`src/rtl/prior_pkg.sv`:
```
// Shared definitions for the registered priority arbiter/encoder.
// Provides the priority mode encoding and the round-robin pointer step.
package prior_pkg;

    typedef enum logic {
        MODE_FIXED = 1'b0,
        MODE_RR    = 1'b1
    } mode_e;

    // Pointer moves one below the last grant, wrapping 0 -> n-1.
    function automatic int unsigned next_ptr(input int unsigned sel, input int unsigned n);
        return (sel == 0) ? n - 1 : sel - 1;
    endfunction

endpackage

```
`src/rtl/prior_pick.sv`:
```
// Combinational picker: first set bit of eff scanning downward from start,
// wrapping from index 0 back to N_REQ-1.
module prior_pick #(
    parameter int unsigned  N_REQ = 8,
    localparam int unsigned IDX_W = $clog2(N_REQ)
) (
    input  logic [N_REQ-1:0] eff,
    input  logic [IDX_W-1:0] start,
    output logic [IDX_W-1:0] sel,
    output logic             found
);

    logic [IDX_W:0] w_cand;

    // start + N_REQ - k, folded back into range, avoids a negative intermediate.
    always_comb begin
        sel    = '0;
        found  = 1'b0;
        w_cand = '0;
        for (int unsigned k = 0; k < N_REQ; k++) begin
            w_cand = {1'b0, start} + (IDX_W+1)'(N_REQ - k);
            if (w_cand >= (IDX_W+1)'(N_REQ)) begin
                w_cand = w_cand - (IDX_W+1)'(N_REQ);
            end
            if (!found && eff[w_cand[IDX_W-1:0]]) begin
                sel   = w_cand[IDX_W-1:0];
                found = 1'b1;
            end
        end
    end

endmodule

```
`src/rtl/prior_arb_enc.sv`:
```
// Registered priority encoder with request latching and a valid/ready output.
// Fixed (highest index wins) or round-robin selection over pending | req.
module prior_arb_enc
    import prior_pkg::*;
#(
    parameter int unsigned  N_REQ = 8,
    localparam int unsigned IDX_W = $clog2(N_REQ)
) (
    input  logic             clk,
    input  logic             rst,
    input  logic [N_REQ-1:0] req,
    input  logic             mode,
    input  logic             out_ready,
    output logic             out_valid,
    output logic [IDX_W-1:0] out_idx,
    output logic [N_REQ-1:0] pending
);

    logic [N_REQ-1:0] r_pending;
    logic             r_valid;
    logic [IDX_W-1:0] r_idx;
    logic [IDX_W-1:0] r_ptr;

    logic [N_REQ-1:0] w_eff;
    logic [N_REQ-1:0] w_onehot;
    logic [IDX_W-1:0] w_start;
    logic [IDX_W-1:0] w_sel;
    logic             w_found;
    logic             w_rr;
    logic             w_load;

    assign w_rr     = (mode_e'(mode) == MODE_RR);
    assign w_eff    = r_pending | req;
    assign w_start  = w_rr ? r_ptr : IDX_W'(N_REQ - 1);
    assign w_onehot = N_REQ'(1) << w_sel;
    assign w_load   = w_found && (!r_valid || out_ready);

    prior_pick #(
        .N_REQ (N_REQ)
    ) u_pick (
        .eff   (w_eff),
        .start (w_start),
        .sel   (w_sel),
        .found (w_found)
    );

    always_ff @(posedge clk) begin
        if (rst) begin
            r_pending <= '0;
            r_valid   <= 1'b0;
            r_idx     <= '0;
            r_ptr     <= IDX_W'(N_REQ - 1);
        end else if (w_load) begin
            r_valid   <= 1'b1;
            r_idx     <= w_sel;
            r_pending <= w_eff & ~w_onehot;
            if (w_rr) begin
                r_ptr <= IDX_W'(next_ptr(32'(w_sel), N_REQ));
            end
        end else begin
            r_pending <= w_eff;
            if (out_ready) begin
                r_valid <= 1'b0;
            end
        end
    end

    assign out_valid = r_valid;
    assign out_idx   = r_idx;
    assign pending   = r_pending;

endmodule
```
`config.mk`:
```
export PLATFORM = sky130hd
export DESIGN_NAME = prior_arb_enc
export DESIGN_NICKNAME = d
export VERILOG_FILES = /design/src/rtl/prior_pkg.sv /design/src/rtl/prior_pick.sv /design/src/rtl/prior_arb_enc.sv
export SDC_FILE = /design/constraint.sdc
export NUM_CORES = 1
export LEC_CHECK = 0
export CELL_PAD_IN_SITES_DETAIL_PLACEMENT = 1
export CELL_PAD_IN_SITES_GLOBAL_PLACEMENT = 1
export CORE_MARGIN = 2
export CORE_UTILIZATION = 31
export CTS_BUF_LIST = sky130_fd_sc_hd__clkbuf_16
export CTS_CLUSTER_SIZE = 30
export DETAILED_ROUTE_END_ITERATION = 8
export GPL_TIMING_DRIVEN = 0
export PLACE_DENSITY = 0.68
export SYNTH_ARGS = -nofsm -noshare
export SYNTH_HDL_FRONTEND = slang
export SYNTH_SLANG_ARGS = --single-unit
```
`constraint.sdc`:
```
create_clock -name clk -period 11.6 [get_ports clk]
set_input_delay 2.32 -clock clk [delete_from_list [all_inputs] [get_ports clk]]
set_output_delay 2.32 -clock clk [all_outputs]
set_load 0.01 [all_outputs]
```
==> results_dict.tcl <==
set metrics [dict create \
    cts-root-buf "clkbuf_16" \
    p_int_uw 160.8 \
    fp-row-count 27 \
    cts.htree.levels 1 \
    finalCriticalPeriod_ns 6.723 \
    syn_area_mm2 0.001762 \
    totalPowerFinal_uw 263.7 \
    initial_core_util 0.3199 \
    numCtsBuffers 3 \
    crit_slowest_cell "clkdlybuf4s50_1" \
    slew_headroom 0.2644 \
    fmax_ghz 0.1487 \
    ys_types 58 \
    netlist_instances 204 \
    viasPerCell 6.119 \
    path_clk_slew_ns 0.05 \
    cts_resized 0 \
    dieArea_mm2 0.006302 \
    clk_path_buf_depth 2 \
    swShare 0.3903 \
    synth_edf_count 0 \
    ir_drop_v 0.00009245 \
    antenna_found_initial 0 \
    gr-usage-met2 0.3525 \
    worstPathArrival_ns 6.86 \
    first_pass_iters 4 \
    setup-tns-final_ns 0 \
    status "finished clean" \
    crit_type "in -> reg" \
    synthArstFlopShare 0 \
    ys_warn_count 0 \
    dpl_worst_slack_ns 4.608 \
    grt_pass1_vias 2040 \
    hpwl_mm 4.984 \
    finalSetupViolations 0 \
    worstPathMaxFanout 8 \
    cap_violations 0 \
    insertion_delay_ns 0.25 \
    antenna_cells 0 \
    crit_buf_inv 3 \
    gp_congestion 0.9287 \
    drv_slew 0 \
    wl_per_cell_um 20.71 \
    p_clk_frac 0.251 \
    p_leak_uw 0.0007685 \
    die_w_um 79.39 \
    overflow 0 \
    hp-class "reg -> reg" \
    drc 0 \
    grt_pass1_wl_mm 10.27 \
    wl_mm 6.275 \
    slowest_delay_ns 0.62 \
    fin_util 0.3924 \
    cts.sinks 15 \
    fp.dieH_um 79.39 \
    fill_cells 676 \
    grt_max_degree 11 \
    rsz0062_at_grt "no" \
    switching_power_uw 102.9 \
    synth_nets 222 \
    grt_usage 0.2096 \
    powerDensity_mw_per_mm2 122.0 \
    numPortBuffers 23 \
    post-cts-setup-buffers 0 \
    power_frac_seq 0.240 \
    syn-mean-instance-area_um2 8.636 \
    cp-end-kind "register" \
    hold_viol 0 \
    worst_slew_pin_slew_ns 1.076 \
    critical_path_required_ns 11.73 \
    ys_seq_elements 15 \
    power_frac_comb 0.509 \
    synthFlopType "dfxtp_1" \
    via_count 1854 \
    area_growth_pct 22.66 \
    drive_gt1_frac 0.1385 \
    cp_common_cell "ha_1" \
    cts_tree "built" \
    grt_busiest_layer "met2" \
    path_delay_family "simple AND/OR/NAND/NOR gates" \
    pin_count 24 \
    use_met1 0.2748 \
    setup_slack_ns 4.877 \
    finClkSkew_ns 0.0006066 \
    yosysSeqAreaShare 0.1705 \
    fin_crit_sh 0.5796 \
    nets 250 \
    worst_setup_path_start_kind "input pin" \
    ant_nets 0 \
    cts_hold_buffers 0 \
    drt_iter0_drc 129 \
    grt.met3_usage 0.02262 \
    core_area_mm2 0.005507 \
    crit_chain "clkdlybuf4s50_1 -> nor2b_1 -> inv_2 -> ha_1 -> clkbuf_1 -> mux4_2 -> nand2_1 -> o32ai_1 -> nor3_1 -> or3_1 -> ha_1 -> or4_1 -> a311o_1" \
]
-- cell usage in the layout (no fill, tap or decap), drive strengths merged, types with 7 or more instances in the layout --
master / instances
nor4b: 8
inv: 9
buf: 7
nand2: 9
or2: 7
mux4: 10
clkbuf: 10
nor2: 23
dfxtp: 15
a311oi: 9
a21oi: 8
clkdlybuf4s50: 23
o21ai: 8
-- synth_stat cells, drive strengths merged (2+ instances only) --
library cell   n  area, um2
a221oi         2      17.52
nor2b          3      26.27
xnor2          3      26.28
mux2i          2      20.02
a211oi         6      45.04
inv            8      30.03
nor4b          8      82.58
a21o           4      30.03
a31oi          2      12.51
o21ai          8      40.04
nand2          9      33.78
or3            2      12.51
nor3b          2      15.01
o32ai          2      17.52
a211o          2      17.52
dfxtp         15      300.3
buf            7      50.05
a2111oi        6      52.55
o41ai          2      25.03
nand4          2      12.51
a311o          2      20.02
o311ai         3      26.28
o311a          2      20.02
nor3           3      15.01
nand2b         4      25.02
a21oi          8      40.04
o211ai         3      22.52
clkbuf         7      26.28
a311oi         9      78.83
ha             6      75.07
a21boi         2      15.01
or2            7      43.80
nor2          23      86.33
mux4          10      232.7
o21a           2      15.01
nand3          4      20.02
-- per-stage QoR --
stage	instance area [um2]	instances	hold slack [ns]
after floorplan	1762	204	0.5179
after global placement	2082	299	0.4921
after detailed placement	2082	299	0.5059
after CTS	2161	303	0.5124
after global routing	2161	303	0.5540
final	2161	303	0.5054
-- power groups by stage --
stage	Combinational, uW	Clock, uW	Sequential, uW
after floorplan	86.1	0	65.5
after global placement	131	0	63.9
after detailed placement	133	0	64.3
after CTS	134	67.4	63.3
after global routing	148	70.8	64.0
final	134	66.1	63.2
-- flip-flops by register name, indices dropped and copies added, names as in the netlist --
name       flops
r_ptr          3
pending        8
out_valid      1
out_idx        3
-- cells by family (layout without fill, tap and decap cells) --
family | Yosys count | count (layout) | synth area share
multiplexers | 13 | 13 | 0.1499
flip-flops | 15 | 15 | 0.1705
XOR/XNOR | 4 | 4 | 0.01989
adder cells (fa/ha/maj) | 6 | 6 | 0.04261
AND/OR/NAND/NOR | 76 | 76 | 0.2614
AO/OA/AOI/OAI | 68 | 68 | 0.2955
buffers and inverters | 22 | 49 | 0.06037
-- area by class of cell --
class	count	area, um2	area share
Tap cell	72	90.09	0.04169
Buffer	14	76.32	0.03532
Multi-Input combinational cell	167	1355	0.6271
Timing Repair Buffer	23	230.2	0.1065
Inverter	8	30.03	0.01390
Clock inverter	1	3.754	0.001737
Sequential cell	15	300.3	0.1390
Clock buffer	3	75.07	0.03474
-- routing by layer --
metal | part of all wire | wire, um
met3 | 0.057 | 358
met5 | 0 | 0
met4 | 0.017 | 107
met2 | 0.49 | 3052
met1 | 0.44 | 2757
-- path summary, 6_finish.rpt --
| path | end | depth (start not counted) | start | slack [ns] |
|---|---|---|---|---|
| setup / recovery | r_ptr[2] | 13 | mode | 4.88 |
| hold / removal | out_valid | 2 | out_valid | 0.51 |
| setup reg to reg | r_ptr[2] | 13 | r_ptr[1] | 7.16 |
| hold reg to reg | out_valid | 2 | out_valid | 0.51 |
-- worst min-delay path, delay by kind of cell (launching register included) --
family             cells  cell delay, ns
AOI/OAI and AO/OA      1            0.07
and+or+nand+nor        1            0.09
DFF                    1            0.30
(Power assumes the default switching activity.)
